===== src/rtl/vc_test_tag_pkg.sv =====
// Shared definitions for the tag shuffler and tag sink: tag field layout, LFSR taps, helpers.
// Latency: n/a (constants and pure functions only).
// Backpressure: n/a.
package vc_test_tag_pkg;

    // Default tag field layout, shared with the tag sink so both agree on where the tag lives.
    localparam int unsigned TAG_NBITS_DFLT  = 2;
    localparam int unsigned TAG_OFFSET_DFLT = 8;

    // Fibonacci taps for x^8+x^6+x^5+x^4+1 on a left-shifting register (bits 7,5,4,3).
    localparam logic [7:0] LFSR_TAPS = 8'hB8;

    // Pull an nbits-wide field starting at offset out of a message (zero-extended to 32 bits).
    function automatic logic [31:0] tag_extract(input logic [31:0] msg,
                                                input int unsigned offset,
                                                input int unsigned nbits);
        return (msg >> offset) & ((32'd1 << nbits) - 32'd1);
    endfunction

    // One step of the 8-bit Fibonacci LFSR: shift left, feedback into bit 0.
    function automatic logic [7:0] lfsr_next(input logic [7:0] cur);
        return {cur[6:0], ^(cur & LFSR_TAPS)};
    endfunction

endpackage


===== src/rtl/vc_test_tag_queue.sv =====
// Single-clock circular-buffer FIFO holding the messages of one tag.
// Latency: an entry pushed at edge k is visible on head after edge k (selectable from k+1).
// Backpressure: push ignored when full, pop ignored when empty; push+pop together keeps count.
module vc_test_tag_queue #(
    parameter int unsigned p_msg_nbits = 10,
    parameter int unsigned p_depth     = 4
) (
    input  logic                   clk,
    input  logic                   reset,
    input  logic                   push,
    input  logic [p_msg_nbits-1:0] push_msg,
    input  logic                   pop,
    output logic                   full,
    output logic                   empty,
    output logic [p_msg_nbits-1:0] head
);

    localparam int unsigned AW = $clog2(p_depth);

    logic [p_msg_nbits-1:0] mem [p_depth];
    logic [AW-1:0]          rd_ptr;
    logic [AW-1:0]          wr_ptr;
    logic [AW:0]            count;
    logic                   push_ok;
    logic                   pop_ok;

    assign full    = (count == (AW+1)'(p_depth));
    assign empty   = (count == '0);
    assign head    = mem[rd_ptr];
    assign push_ok = push && !full;
    assign pop_ok  = pop && !empty;

    // Storage array: written at the tail, no reset needed since count gates visibility.
    always_ff @(posedge clk) begin
        if (push_ok) begin
            mem[wr_ptr] <= push_msg;
        end
    end

    // Pointers wrap naturally at the power-of-two depth; count tracks occupancy.
    always_ff @(posedge clk or negedge reset) begin
        if (!reset) begin
            rd_ptr <= '0;
            wr_ptr <= '0;
            count  <= '0;
        end else begin
            if (push_ok) wr_ptr <= wr_ptr + 1'b1;
            if (pop_ok)  rd_ptr <= rd_ptr + 1'b1;
            case ({push_ok, pop_ok})
                2'b10:   count <= count + 1'b1;
                2'b01:   count <= count - 1'b1;
                default: count <= count;
            endcase
        end
    end

endmodule


===== src/rtl/vc_test_tag_shuffler.sv =====
// Splits an in-order tagged stream into per-tag queues and re-emits it shuffled across tags.
// Latency: minimum 2 edges (accept at k, visible on out_msg after k+1); 1 msg/cycle steady state.
// Backpressure: in_rdy drops when the addressed tag queue is full; out_val/out_msg hold while !out_rdy.
module vc_test_tag_shuffler
    import vc_test_tag_pkg::*;
#(
    parameter int unsigned p_msg_nbits   = 10,
    parameter int unsigned p_tag_nbits   = TAG_NBITS_DFLT,
    parameter int unsigned p_tag_offset  = TAG_OFFSET_DFLT,
    parameter int unsigned p_queue_depth = 4,
    parameter logic [7:0]  p_lfsr_seed   = 8'hA5
) (
    input  logic                   clk,
    input  logic                   reset,
    input  logic                   in_val,
    output logic                   in_rdy,
    input  logic [p_msg_nbits-1:0] in_msg,
    output logic                   out_val,
    input  logic                   out_rdy,
    output logic [p_msg_nbits-1:0] out_msg
);

    localparam int unsigned NQ = 1 << p_tag_nbits;

    logic [p_tag_nbits-1:0] in_tag;
    logic [NQ-1:0]          q_full;
    logic [NQ-1:0]          q_empty;
    logic [NQ-1:0]          q_push;
    logic [NQ-1:0]          q_pop;
    logic [p_msg_nbits-1:0] q_head [NQ];
    logic [7:0]             lfsr;
    logic                   load;
    logic                   sel_vld;
    logic [p_tag_nbits-1:0] sel_idx;

    assign in_tag = p_tag_nbits'(tag_extract(32'(in_msg), p_tag_offset, p_tag_nbits));
    assign in_rdy = !q_full[in_tag];

    // Output register accepts a new message when it is empty or being drained this cycle.
    assign load = !out_val || out_rdy;

    // Tag demux: route the accepted message to its own queue only.
    always_comb begin
        q_push         = '0;
        q_push[in_tag] = in_val && in_rdy;
    end

    // Rotating priority: first non-empty queue at or after the LFSR-chosen start index.
    // Scanning from the far end down lets the nearest hit win without a break.
    always_comb begin
        logic [p_tag_nbits-1:0] idx;
        idx     = '0;
        sel_vld = 1'b0;
        sel_idx = '0;
        for (int k = NQ - 1; k >= 0; k--) begin
            idx = lfsr[p_tag_nbits-1:0] + p_tag_nbits'(k);
            if (!q_empty[idx]) begin
                sel_vld = 1'b1;
                sel_idx = idx;
            end
        end
    end

    // Pop only the selected queue, and only when the output register is loading.
    always_comb begin
        q_pop = '0;
        if (load && sel_vld) begin
            q_pop[sel_idx] = 1'b1;
        end
    end

    genvar g;
    generate
        for (g = 0; g < NQ; g++) begin : g_queue
            vc_test_tag_queue #(
                .p_msg_nbits (p_msg_nbits),
                .p_depth     (p_queue_depth)
            ) u_queue (
                .clk      (clk),
                .reset    (reset),
                .push     (q_push[g]),
                .push_msg (in_msg),
                .pop      (q_pop[g]),
                .full     (q_full[g]),
                .empty    (q_empty[g]),
                .head     (q_head[g])
            );
        end
    endgenerate

    // Output register: reload from the selected head, or go idle keeping the last message.
    always_ff @(posedge clk or negedge reset) begin
        if (!reset) begin
            out_val <= 1'b0;
            out_msg <= '0;
        end else if (load) begin
            out_val <= sel_vld;
            if (sel_vld) begin
                out_msg <= q_head[sel_idx];
            end
        end
    end

    // Free-running LFSR so the shuffle pattern depends only on seed and cycle count.
    always_ff @(posedge clk or negedge reset) begin
        if (!reset) begin
            lfsr <= p_lfsr_seed;
        end else begin
            lfsr <= lfsr_next(lfsr);
        end
    end

endmodule


===== config.mk =====
export PLATFORM = sky130hd
export DESIGN_NAME = vc_test_tag_shuffler
export DESIGN_NICKNAME = d
export VERILOG_FILES = /design/src/rtl/vc_test_tag_pkg.sv /design/src/rtl/vc_test_tag_queue.sv /design/src/rtl/vc_test_tag_shuffler.sv
export SDC_FILE = /design/constraint.sdc
export NUM_CORES = 1
export LEC_CHECK = 0
export ABC_AREA = 1
export BUFFER_PORTS_ARGS = -buffer_cell sky130_fd_sc_hd__buf_2
export CAP_MARGIN = 10
export CORE_MARGIN = 5
export CORE_UTILIZATION = 40
export CTS_BUF_LIST = sky130_fd_sc_hd__clkbuf_8
export DETAILED_ROUTE_END_ITERATION = 10
export PLACE_DENSITY = 0.65
export SYNTH_ARGS = -nofsm -noshare
export SYNTH_HDL_FRONTEND = slang
export SYNTH_SLANG_ARGS = --single-unit

===== constraint.sdc =====
create_clock -name clk -period 7.7 [get_ports clk]
set_input_delay 1.54 -clock clk [delete_from_list [all_inputs] [get_ports clk]]
set_output_delay 1.54 -clock clk [all_outputs]
set_load 0.02 [all_outputs]

==> flow_metrics.py, run 1 <==
metrics = {
    "setup_path": {
        "critical_path_class": "input pin to primary output",
        "crit_slowest_cell": "buf_2",
        "critPathLaunchType": "input pin",
        "end_kind": "primary output",
        "slowest_delay_ps": 400,
        "critPathBufInv": 3,
        "cp_cell_sequence": "buf_2 > inv_1 > nand3_1 > nand4_1 > buf_2",
        "path_delay_family": "buffers and inverters",
        "crit_required_ps": 6160,
        "cpMostUsedCell": "buf_2",
        "crit_path_max_fanout": 21,
        "cp.arrival_ps": 2620,
    },
    "timing": {
        "finalCritPeriodShare_pct": 54.00,
        "fin_worst_skew_ps": 22.65,
        "hold_viol_final": 0,
        "setup-violations-final": 0,
        "tns_ps": 0,
        "layout_setup_ws_ps": 3542,
        "tightest_slew_ps": 913.5,
        "fmax_mhz": 240.5,
        "drv_slew": 0,
        "grt_setup_unrepaired": "no",
        "max_slew_margin_pct": 38.87,
        "min_period_ps": 4158,
    },
    "finish": {
        "syn_to_final_growth_pct": 10.58,
        "multi_input_area_um2": 2592,
        "area.sequential_um2": 5986,
        "antenna_cells": 0,
        "fin_nets": 861,
        "fillerInstances": 2128,
        "drive_gt1_share_pct": 13.41,
    },
    "global_route": {
        "grt_overflow": 0,
        "grt_usage_pct": 15.29,
        "grt_pass1_wl_mm": 30.97,
        "grt_max_degree": 48,
        "grt_pass1_vias": 5653,
        "antenna_found_initial": 0,
    },
    "clock_network": {
        "tritoncts": "built",
        "path_clk_slew_ps": 60,
        "clock_sinks": 207,
        "post-cts-setup-buffers": 0,
        "cts_resized": 0,
        "hold_buffers": 0,
        "cts_made_buffers": 35,
        "cts_buffer_depth": 3,
        "clkLatencyLatePin_ps": 520,
        "root_buffer": "clkbuf_8",
        "cts_max_level": 2,
    },
    "pwr": {
        "p_comb_share_pct": 30.2,
        "p_leak_nw": 3.905,
        "seq_power_share_pct": 43.5,
        "clockPowerShare_pct": 26.2,
        "switchingPower_w": 0.001277,
        "intPower_w": 0.002153,
        "p_per_area_nw_per_um2": 342.5,
        "ir_drop_mv": 0.1440,
        "swShare_pct": 37.22,
    },
    "floorplan": {
        "core.rowCount": 55,
        "initial_core_util_pct": 40.37,
        "die_w_um": 160.5,
        "die_area_um2": 25750,
        "placeableCoreArea_um2": 22430,
        "pin_count": 26,
        "fp.dieH_um": 160.5,
    },
    "logic_synthesis": {
        "synth_nets": 834,
        "synth_area_um2": 9056,
        "synth_area_leaders": "edfxtp_1 (53%), dfrtp_1 (12%), o21ai_0 (4.9%), nand2_1 (4.6%), nor2_1 (4.3%)",
        "synthFlopType": "edfxtp_1",
        "avgSynthCellArea_um2": 11.38,
        "ys_ff_latch": 207,
        "synth_top_cell_by_area": "edfxtp_1",
        "yosysWarnings": 0,
        "synth_top_area_share_pct": 53.05,
        "synth_cells": 796,
        "yosysUniqueCellTypes": 34,
        "synth_edf_count": 160,
        "ys_seq_area_share_pct": 66.10,
        "synthArstFlopShare_pct": 22.71,
    },
    "worst_hold_path": {
        "hold_path_class": "flop to flop",
    },
    "drt": {
        "avgViaCountPerCell": 5.045,
        "routedWlPerCell_um": 17.28,
        "drc_errors": 0,
        "drtAntennaViolNets": 0,
        "via_count": 5726,
        "routed_wirelength_mm": 19.62,
        "dr.pass1.iters": 5,
        "drt_iter0_drc": 428,
    },
    "run": {
        "drv_cap": 0,
    },
    "placed_design": {
        "portBuffers": 25,
        "dp_slack_ps": 3535,
        "place_hpwl_mm": 12.79,
        "place_congestion": 0.8011,
    },
    "status": {
        "status": "finished, final reports clean",
    },
}
[path summary, 6_finish.rpt]
check / startpoint / endpoint / slack, ps / cells after the start
setup / recovery: in_msg[9] / in_rdy / 3540 / 5
min in group asynchronous: reset / out_msg[3] / 1140 / 2
max in group asynchronous: reset / g_queue[1].u_queue.wr_ptr[0] / 6140 / 2
hold / removal: lfsr[6] / lfsr[7] / 350 / 0
setup reg to reg: lfsr[0] / g_queue[0].u_queue.count[2] / 4390 / 16
hold reg to reg: lfsr[6] / lfsr[7] / 350 / 0
[per-stage QoR]
stage | cell area (µm²) | hold WS [ps] | instances | util, % | total power (W)
after floorplan | 9056 | 333.0 | 796 | - | 0.002269
after global placement | 9364 | 339.5 | 1071 | 41.74 | 0.002532
after detailed placement | 9364 | 343.9 | 1071 | 41.74 | 0.002550
after CTS | 10010 | 354.9 | 1135 | 44.64 | 0.003457
after global routing | 10010 | 372.5 | 1135 | 44.64 | 0.003685
final | 10010 | 352.2 | 1135 | 44.64 | 0.003430
[layout make-up]
cell class	instances	share of cell area [%]
inverters	78	2.961
repair buffers	26	1.324
flip-flops and latches	207	59.77
well taps	285	3.561
multi-input cells	475	25.89
clock inverters	25	1.137
clock buffers	39	5.360
[layout by cell type (no fill, tap or decap)]
cell type and count:
dfrtp_1 43, ha_1 20, nand3_2 11, nand2_2 3, clkinvlp_4 3, a21oi_1 8
inv_4 1, clkinv_1 2, inv_1 84, nand3_4 2, nor2_1 103, o21ai_1 3
xnor2_1 6, o21ai_0 88, buf_4 1, nand4_1 1, nand2_1 112, dfstp_2 4
clkinv_2 8, xor2_1 13, buf_2 25, nor2_2 3, nand3_1 48, and2_1 1
nand2_4 3, inv_2 5, edfxtp_1 160, nand2_8 1, fa_1 4, clkbuf_8 39
o22ai_1 40, nor2_4 4, o21ai_2 1
[synth_stat cells, types with 5 or more instances]
master      n
edfxtp_1  160
nand2_1   112
nor2_1    103
o21ai_0    88
inv_1      71
nand3_1    48
dfrtp_1    43
o22ai_1    40
clkbuf_1   23
ha_1       20
xor2_1     13
nand3_2    11
a21oi_1     8
buf_2       6
xnor2_1     6
inv_2       5
[power groups by stage]
| stage | registers, W | logic [W] | clock network [W] |
|---|---|---|---|
| after floorplan | 0.00146 | 0.000813 | 0 |
| after global placement | 0.00151 | 0.00102 | 0 |
| after detailed placement | 0.00151 | 0.00104 | 0 |
| after CTS | 0.00149 | 0.00105 | 0.000918 |
| after global routing | 0.00151 | 0.00119 | 0.000980 |
| final | 0.00149 | 0.00104 | 0.000900 |
[worst register-to-register path, cell delays in order (launching register included)]
cell,delay [ps]
dfstp_2,710
inv_4,90
nand3_1,130
nand3_1,110
nand2_1,120
nor2_4,50
nand3_1,60
nand2_1,260
inv_2,340
nand2_2,150
nor2_4,160
ha_1,160
inv_1,60
fa_1,370
a21oi_1,140
o21ai_0,110
xor2_1,150
[metal layers]
metal,track usage [%],wire [µm]
met3,2.797,910
met1,19.84,8543
met5,0,0
met4,5.592,544
met2,25.75,9617
[logic make-up after synthesis]
family	Yosys count	share of synthesized area, %
AOI/OAI and AO/OA	140	8.331
buffers and inverters	114	5.278
xor gates and xnor gates	19	1.838
DFF	207	66.10
and+or+nand+nor	292	14.81
adders and majority gates	24	3.647
[state kept, by name, summed over array words and instances, names as in the netlist]
| signal | cells |
|---|---|
| lfsr | 8 |
| out_val | 1 |
| g_queue.u_queue.wr_ptr | 8 |
| g_queue.u_queue.count | 12 |
| g_queue.u_queue.mem | 160 |
| g_queue.u_queue.rd_ptr | 8 |
| out_msg | 10 |
Power figures use the tool's default switching activity.
==> run 2, diff against run 1 <==
--- a/config.mk
+++ b/config.mk
@@ -5,14 +5,14 @@
 export SDC_FILE = /design/constraint.sdc
 export NUM_CORES = 1
 export LEC_CHECK = 0
-export ABC_AREA = 1
+export ABC_AREA = 0
 export BUFFER_PORTS_ARGS = -buffer_cell sky130_fd_sc_hd__buf_2
 export CAP_MARGIN = 10
 export CORE_MARGIN = 5
 export CORE_UTILIZATION = 40
 export CTS_BUF_LIST = sky130_fd_sc_hd__clkbuf_8
 export DETAILED_ROUTE_END_ITERATION = 10
-export PLACE_DENSITY = 0.65
+export PLACE_DENSITY = 0.67
 export SYNTH_ARGS = -nofsm -noshare
 export SYNTH_HDL_FRONTEND = slang
 export SYNTH_SLANG_ARGS = --single-unit
==> constraint.sdc (replaced) <==
create_clock -name clk -period 3.65 [get_ports clk]
set_input_delay 0.73 -clock clk [delete_from_list [all_inputs] [get_ports clk]]
set_output_delay 0.73 -clock clk [all_outputs]
set_load 0.02 [all_outputs]
==> flow_metrics.py, run 2 <==
metrics = {
    "clock_network": {
        "root_buffer": "clkbuf_8",
        "path_clk_slew_ps": 60,
        "tritoncts": "built",
        "clkLatencyLatePin_ps": 520,
        "cts_resized": 0,
        "post-cts-setup-buffers": 0,
        "clock_sinks": 207,
        "cts_buffer_depth": 3,
        "hold_buffers": 0,
        "cts_max_level": 2,
        "cts_made_buffers": 34,
    },
    "logic_synthesis": {
        "synthFlopType": "edfxtp_1",
        "synth_top_area_share_pct": 54.08,
        "synth_area_leaders": "edfxtp_1 (54%), dfrtp_1 (12%), mux4_2 (10%), ha_1 (2.8%), a211oi_2 (2.4%)",
        "ys_seq_area_share_pct": 67.38,
        "synth_top_cell_by_area": "edfxtp_1",
        "synth_edf_count": 160,
        "avgSynthCellArea_um2": 18.28,
        "yosysUniqueCellTypes": 48,
        "synth_cells": 486,
        "synth_nets": 524,
        "synth_area_um2": 8884,
        "yosysWarnings": 0,
        "post-synth-top-count-cell": "edfxtp_1",
        "synthArstFlopShare_pct": 22.71,
        "ys_ff_latch": 207,
        "synth_common_cells": "edfxtp_1 (160), dfrtp_1 (43), mux4_2 (41), inv_1 (25), o31a_1 (21)",
    },
    "pwr": {
        "intPower_w": 0.004709,
        "switchingPower_w": 0.002308,
        "p_leak_nw": 3.469,
        "swShare_pct": 32.89,
        "p_total_w": 0.007017,
        "clockPowerShare_pct": 26.6,
        "p_per_area_nw_per_um2": 709.6,
        "ir_drop_mv": 0.3306,
        "seq_power_share_pct": 46.0,
        "p_comb_share_pct": 27.4,
    },
    "drt": {
        "avgViaCountPerCell": 5.421,
        "drc_errors": 0,
        "routed_wirelength_mm": 18.15,
        "drt_iter0_drc": 347,
        "routedWlPerCell_um": 21.76,
        "drtAntennaViolNets": 0,
        "via_count": 4521,
        "dr.pass1.iters": 4,
    },
    "status": {
        "status": "finished, final reports clean",
    },
    "global_route": {
        "grt_max_degree": 37,
        "antenna_found_initial": 0,
        "grt_overflow": 0,
        "grt_pass1_vias": 4927,
        "grt_usage_pct": 14.42,
        "grt_pass1_wl_mm": 28.63,
    },
    "setup_path": {
        "crit_required_ps": 4080,
        "cp.arrival_ps": 3460,
        "crit_slowest_cell": "dfrtp_1",
        "end_kind": "flop",
        "cpMostUsedCell": "xor2_1",
        "critPathLaunchType": "flop",
        "critPathBufInv": 1,
        "slowest_delay_ps": 430,
        "crit_path_max_fanout": 23,
        "path_delay_family": "compound AO/OA/AOI/OAI gates",
        "cp_cell_sequence": "o31a_1 > o21a_2 > nor4_4 > and3_1 > ha_1 > inv_1 > fa_1 > xor2_1 > nor2_1 > xor2_1",
        "critical_path_class": "flop to flop",
    },
    "finish": {
        "antenna_cells": 0,
        "syn_to_final_growth_pct": 11.32,
        "design_area_um2": 9889,
        "final_cell_mix": "edfxtp_1 (160), dfrtp_1 (43), mux4_2 (41)",
        "drive_gt1_share_pct": 29.06,
        "largest_registers": "g_queue.u_queue.mem x160, g_queue.u_queue.count x12, out_msg x10",
        "top_register": "g_queue.u_queue.mem",
        "final_common_cell": "edfxtp_1",
        "largest_reg_flops": 160,
        "fin_nets": 568,
    },
    "timing": {
        "fmax_mhz": 329.6,
        "fin_worst_skew_ps": 17.40,
        "tightest_slew_ps": 894.3,
        "tns_ps": 0,
        "finalCritPeriodShare_pct": 83.13,
        "hold_viol_final": 0,
        "max_slew_margin_pct": 40.38,
        "grt_setup_unrepaired": "no",
        "min_period_ps": 3034,
        "holdWs_ps": 347.5,
        "drv_slew": 0,
        "setup-violations-final": 0,
    },
    "floorplan": {
        "core.rowCount": 54,
        "die_w_um": 159.0,
        "die_area_um2": 25290,
        "initial_core_util_pct": 40.71,
        "fp.dieH_um": 159.0,
        "placeableCoreArea_um2": 21820,
        "pin_count": 26,
    },
    "placed_design": {
        "place_hpwl_mm": 11.95,
        "portBuffers": 25,
        "placed_cell_area_um2": 9264,
        "place_congestion": 0.7610,
    },
    "worst_hold_path": {
        "hold_path_class": "input pin to asynchronous set/reset pin",
    },
    "run": {
        "drv_cap": 0,
    },
}
==> run 2: cell types whose count changed after synthesis, moves of 14 or more <==
cell / before / now
and2_1: 1 / 16
nand3_1: 48 / 4
o21ai_0: 88 / 8
inv_1: 71 / 25
mux4_2: 0 / 41
nand2_1: 112 / 18
o22ai_1: 40 / 0
a211oi_2: 0 / 17
nor2_1: 103 / 4
clkbuf_1: 23 / 9
o31a_1: 0 / 21
==> run 2: power groups by stage <==
| stage | clock (W) | sequential (W) | combinational (W) |
|---|---|---|---|
| floorplan | 0 | 0.00312 | 0.00153 |
| global placement | 0 | 0.00325 | 0.00185 |
| detailed placement | 0 | 0.00329 | 0.00192 |
| CTS | 0.00191 | 0.00324 | 0.00193 |
| global route | 0.00202 | 0.00329 | 0.00208 |
| finish | 0.00186 | 0.00323 | 0.00192 |
==> run 2: layout make-up <==
cell class                      instances  area (µm²)
Clock inverter                         21       88.84
Multi-Input combinational cell        229        2649
Fill cell                            1863       11930
Clock buffer                           39       536.8
Sequential cell                       207        5986
Timing Repair Buffer                   33       185.2
Inverter                               25       93.84
Tap cell                              280       350.3
==> run 2: path summary, 6_finish.rpt <==
path                       depth (start not counted)                         from                           to  slack (ps)
max                                               10  g_queue[0].u_queue.count[2]  g_queue[3].u_queue.count[2]         620
min                                                1                        reset                      lfsr[6]         350
max reg2reg                                       10  g_queue[0].u_queue.count[2]  g_queue[3].u_queue.count[2]         620
min reg2reg                                        0                      lfsr[6]                      lfsr[7]         360
max in group asynchronous                          2                        reset                   out_msg[5]        2570
min in group clk                                   0                      lfsr[6]                      lfsr[7]         360
==> run 2: kinds of logic after synthesis <==
group | count (synthesis) | synth area share, %
AO/OA/AOI/OAI | 67 | 7.718
XOR/XNOR | 27 | 2.662
adder cells (fa/ha/maj) | 24 | 3.718
buffers and inverters | 50 | 2.803
flip-flops | 207 | 67.38
multiplexers | 42 | 10.51
AND/OR/NAND/NOR | 69 | 5.211
==> run 2: layer usage <==
metal	track usage, %	up-vias	wire length, µm
li1	-	1992	-
met1	20.29	2349	7932
met2	22.14	146	8561
met3	3.624	34	1230
met4	4.769	0	425
met5	0	-	0
==> run 2: through the flow <==
step | cells | worst slack (ps) | util, %
detailed placement | 774 | 642.8 | 42.45
floorplan | 486 | 1033 | -
CTS | 834 | 606.6 | 45.32
global placement | 774 | 768.2 | 42.45
finish | 834 | 615.6 | 45.32
global route | 834 | 463.7 | 45.32
==> run 3, diff against run 2 <==
==> constraint.sdc (replaced) <==
create_clock -name clk -period 2.43 [get_ports clk]
set_input_delay 0.486 -clock clk [delete_from_list [all_inputs] [get_ports clk]]
set_output_delay 0.486 -clock clk [all_outputs]
set_load 0.02 [all_outputs]
==> flow_metrics.py, run 3 (synthesis gave the netlist of run 2 again) <==
metrics = {
    "status": {
        "status": "finished with violations",
        "violations": "negative setup slack",
    },
    "pwr": {
        "seq_power_share_pct": 41.7,
        "swShare_pct": 31.59,
        "p_leak_nw": 3.921,
        "p_per_area_nw_per_um2": 1052,
        "p_comb_share_pct": 33.2,
        "clockPowerShare_pct": 25.1,
        "ir_drop_mv": 0.4588,
        "intPower_w": 0.007715,
        "switchingPower_w": 0.003562,
    },
    "timing": {
        "layout_setup_ws_ps": -208.2,
        "tns_ps": -739.6,
        "max_slew_margin_pct": 58.18,
        "finalCritPeriodShare_pct": 108.6,
        "setup-violations-final": 8,
        "tightest_slew_ps": 618.8,
        "holdWs_ps": 350.6,
        "min_period_ps": 2638,
        "fin_worst_skew_ps": 19.54,
        "grt_setup_unrepaired": "yes",
        "fmax_mhz": 379.0,
        "hold_viol_final": 0,
        "drv_slew": 0,
    },
    "floorplan": {
        "placeableCoreArea_um2": 21820,
        "pin_count": 26,
        "die_area_um2": 25290,
        "fp.dieH_um": 159.0,
        "initial_core_util_pct": 40.71,
        "die_w_um": 159.0,
        "core.rowCount": 54,
    },
    "clock_network": {
        "clock_sinks": 207,
        "path_clk_slew_ps": 70,
        "cts_made_buffers": 35,
        "clkLatencyLatePin_ps": 510,
        "tritoncts": "built",
        "cts_buffer_depth": 3,
        "cts_max_level": 2,
        "root_buffer": "clkbuf_8",
    },
    "setup_path": {
        "crit_path_max_fanout": 4,
        "cp-endpoint": "g_queue[2].u_queue.count[2]",
        "critical_path_class": "flop to flop",
        "crit_start": "g_queue[0].u_queue.count[1]",
        "r2r-end": "g_queue[2].u_queue.count[2]",
        "end_kind": "flop",
        "r2r_setup_slack_ps": -210,
        "rr_worst_depth": 11,
        "r2r_start": "g_queue[0].u_queue.count[1]",
        "cp.arrival_ps": 3060,
        "critPathLaunchType": "flop",
        "crit_required_ps": 2850,
    },
    "finish": {
        "largest_reg_flops": 160,
        "antenna_cells": 0,
        "final_cell_mix": "edfxtp_1 (160), buf_4 (77), mux4_2 (41)",
        "largest_registers": "g_queue.u_queue.mem x160, g_queue.u_queue.count x12, out_msg x10",
        "drive_gt1_share_pct": 41.17,
        "syn_to_final_growth_pct": 20.69,
        "top_register": "g_queue.u_queue.mem",
        "final_common_cell": "edfxtp_1",
        "fin_nets": 647,
        "fillerInstances": 1797,
    },
    "placed_design": {
        "portBuffers": 25,
        "place_congestion": 0.8281,
        "place_hpwl_mm": 12.29,
        "dp_slack_ps": -267.6,
    },
    "global_route": {
        "grt_max_degree": 31,
        "grt_pass1_wl_mm": 29.74,
        "grt_pass1_vias": 5227,
        "grt_usage_pct": 14.78,
        "antenna_found_initial": 0,
        "grt_overflow": 0,
    },
    "drt": {
        "drtAntennaViolNets": 0,
        "via_count": 4713,
        "routedWlPerCell_um": 20.07,
        "dr.pass1.iters": 4,
        "routed_wirelength_mm": 18.34,
        "drc_errors": 0,
        "drt_iter0_drc": 294,
        "avgViaCountPerCell": 5.156,
    },
    "run": {
        "drv_cap": 0,
    },
    "worst_hold_path": {
        "hold_path_class": "flop to flop",
    },
}
==> run 3: final cells by class <==
| type | count | area, µm² | area share, % |
|---|---|---|---|
| clock buffer | 38 | 523.0 | 4.878 |
| clock inverter | 24 | 116.4 | 1.085 |
| inverter | 25 | 93.84 | 0.8753 |
| multi-input combinational | 229 | 2795 | 26.07 |
| sequential | 207 | 5989 | 55.86 |
| tap | 280 | 350.3 | 3.268 |
| timing repair buffer | 111 | 853.3 | 7.959 |
==> run 3: per-stage QoR <==
stage	instance area, µm²	util, %	total power, W	cells
after global routing	10720	49.13	0.01194	914
after floorplan	8947	-	0.007050	486
after global placement	9812	44.96	0.008050	831
final	10720	49.13	0.01128	914
after CTS	10680	48.95	0.01137	912
after detailed placement	9812	44.96	0.008192	831
==> run 3: power groups by stage <==
stage	clock [W]	combinational (W)	sequential, W
2_1_floorplan	0	0.00235	0.00470
3_3_place_gp	0	0.00331	0.00474
3_5_place_dp	0	0.00342	0.00477
4_1_cts	0.00293	0.00374	0.00471
5_1_grt	0.00309	0.00409	0.00476
6_report	0.00283	0.00374	0.00470
==> run 3: routing by layer <==
layer	global-route usage [%]	routed length, µm	up-vias	part of all wire [%]
li1	-	-	2149	-
met1	20.18	8135	2432	44
met2	23.81	8969	95	49
met3	2.692	724	37	3.9
met4	5.545	512	0	2.8
met5	0	0	-	0
==> run 3: worst min path at each step <==
stage | from | end | slack [ps] | cells after the start
final | lfsr[6] | lfsr[7] | 350 | 0
after global placement | lfsr[6] | lfsr[7] | 340 | 0
after floorplan | reset | g_queue[0].u_queue.count[0] | 190 | 0
after CTS | lfsr[6] | lfsr[7] | 350 | 0
after detailed placement | lfsr[6] | lfsr[7] | 340 | 0
after global routing | lfsr[6] | lfsr[7] | 370 | 0
==> run 3: repair_timing <==
| item | 4_1_cts | 5_1_grt |
|---|---|---|
| hold buffers | 1 | 0 |
| endpoints found under the setup margin | 14 | 9 |
| gates cloned | 0 | 0 |
| setup buffers | 18 | 2 |
| pin swaps | 15 | 11 |
| resized for setup | 21 | 6 |
| hold endpoints to repair | 17 | 0 |
==> run 3: critical path, stage by stage (launching register included) <==
cell,delay [ps]
dfrtp_2,430
o31a_1,330
buf_4,150
nor3_4,250
a2bb2oi_4,210
and3_4,230
ha_4,140
inv_2,40
fa_2,330
xor2_1,140
nor2_1,130
xor2_1,170
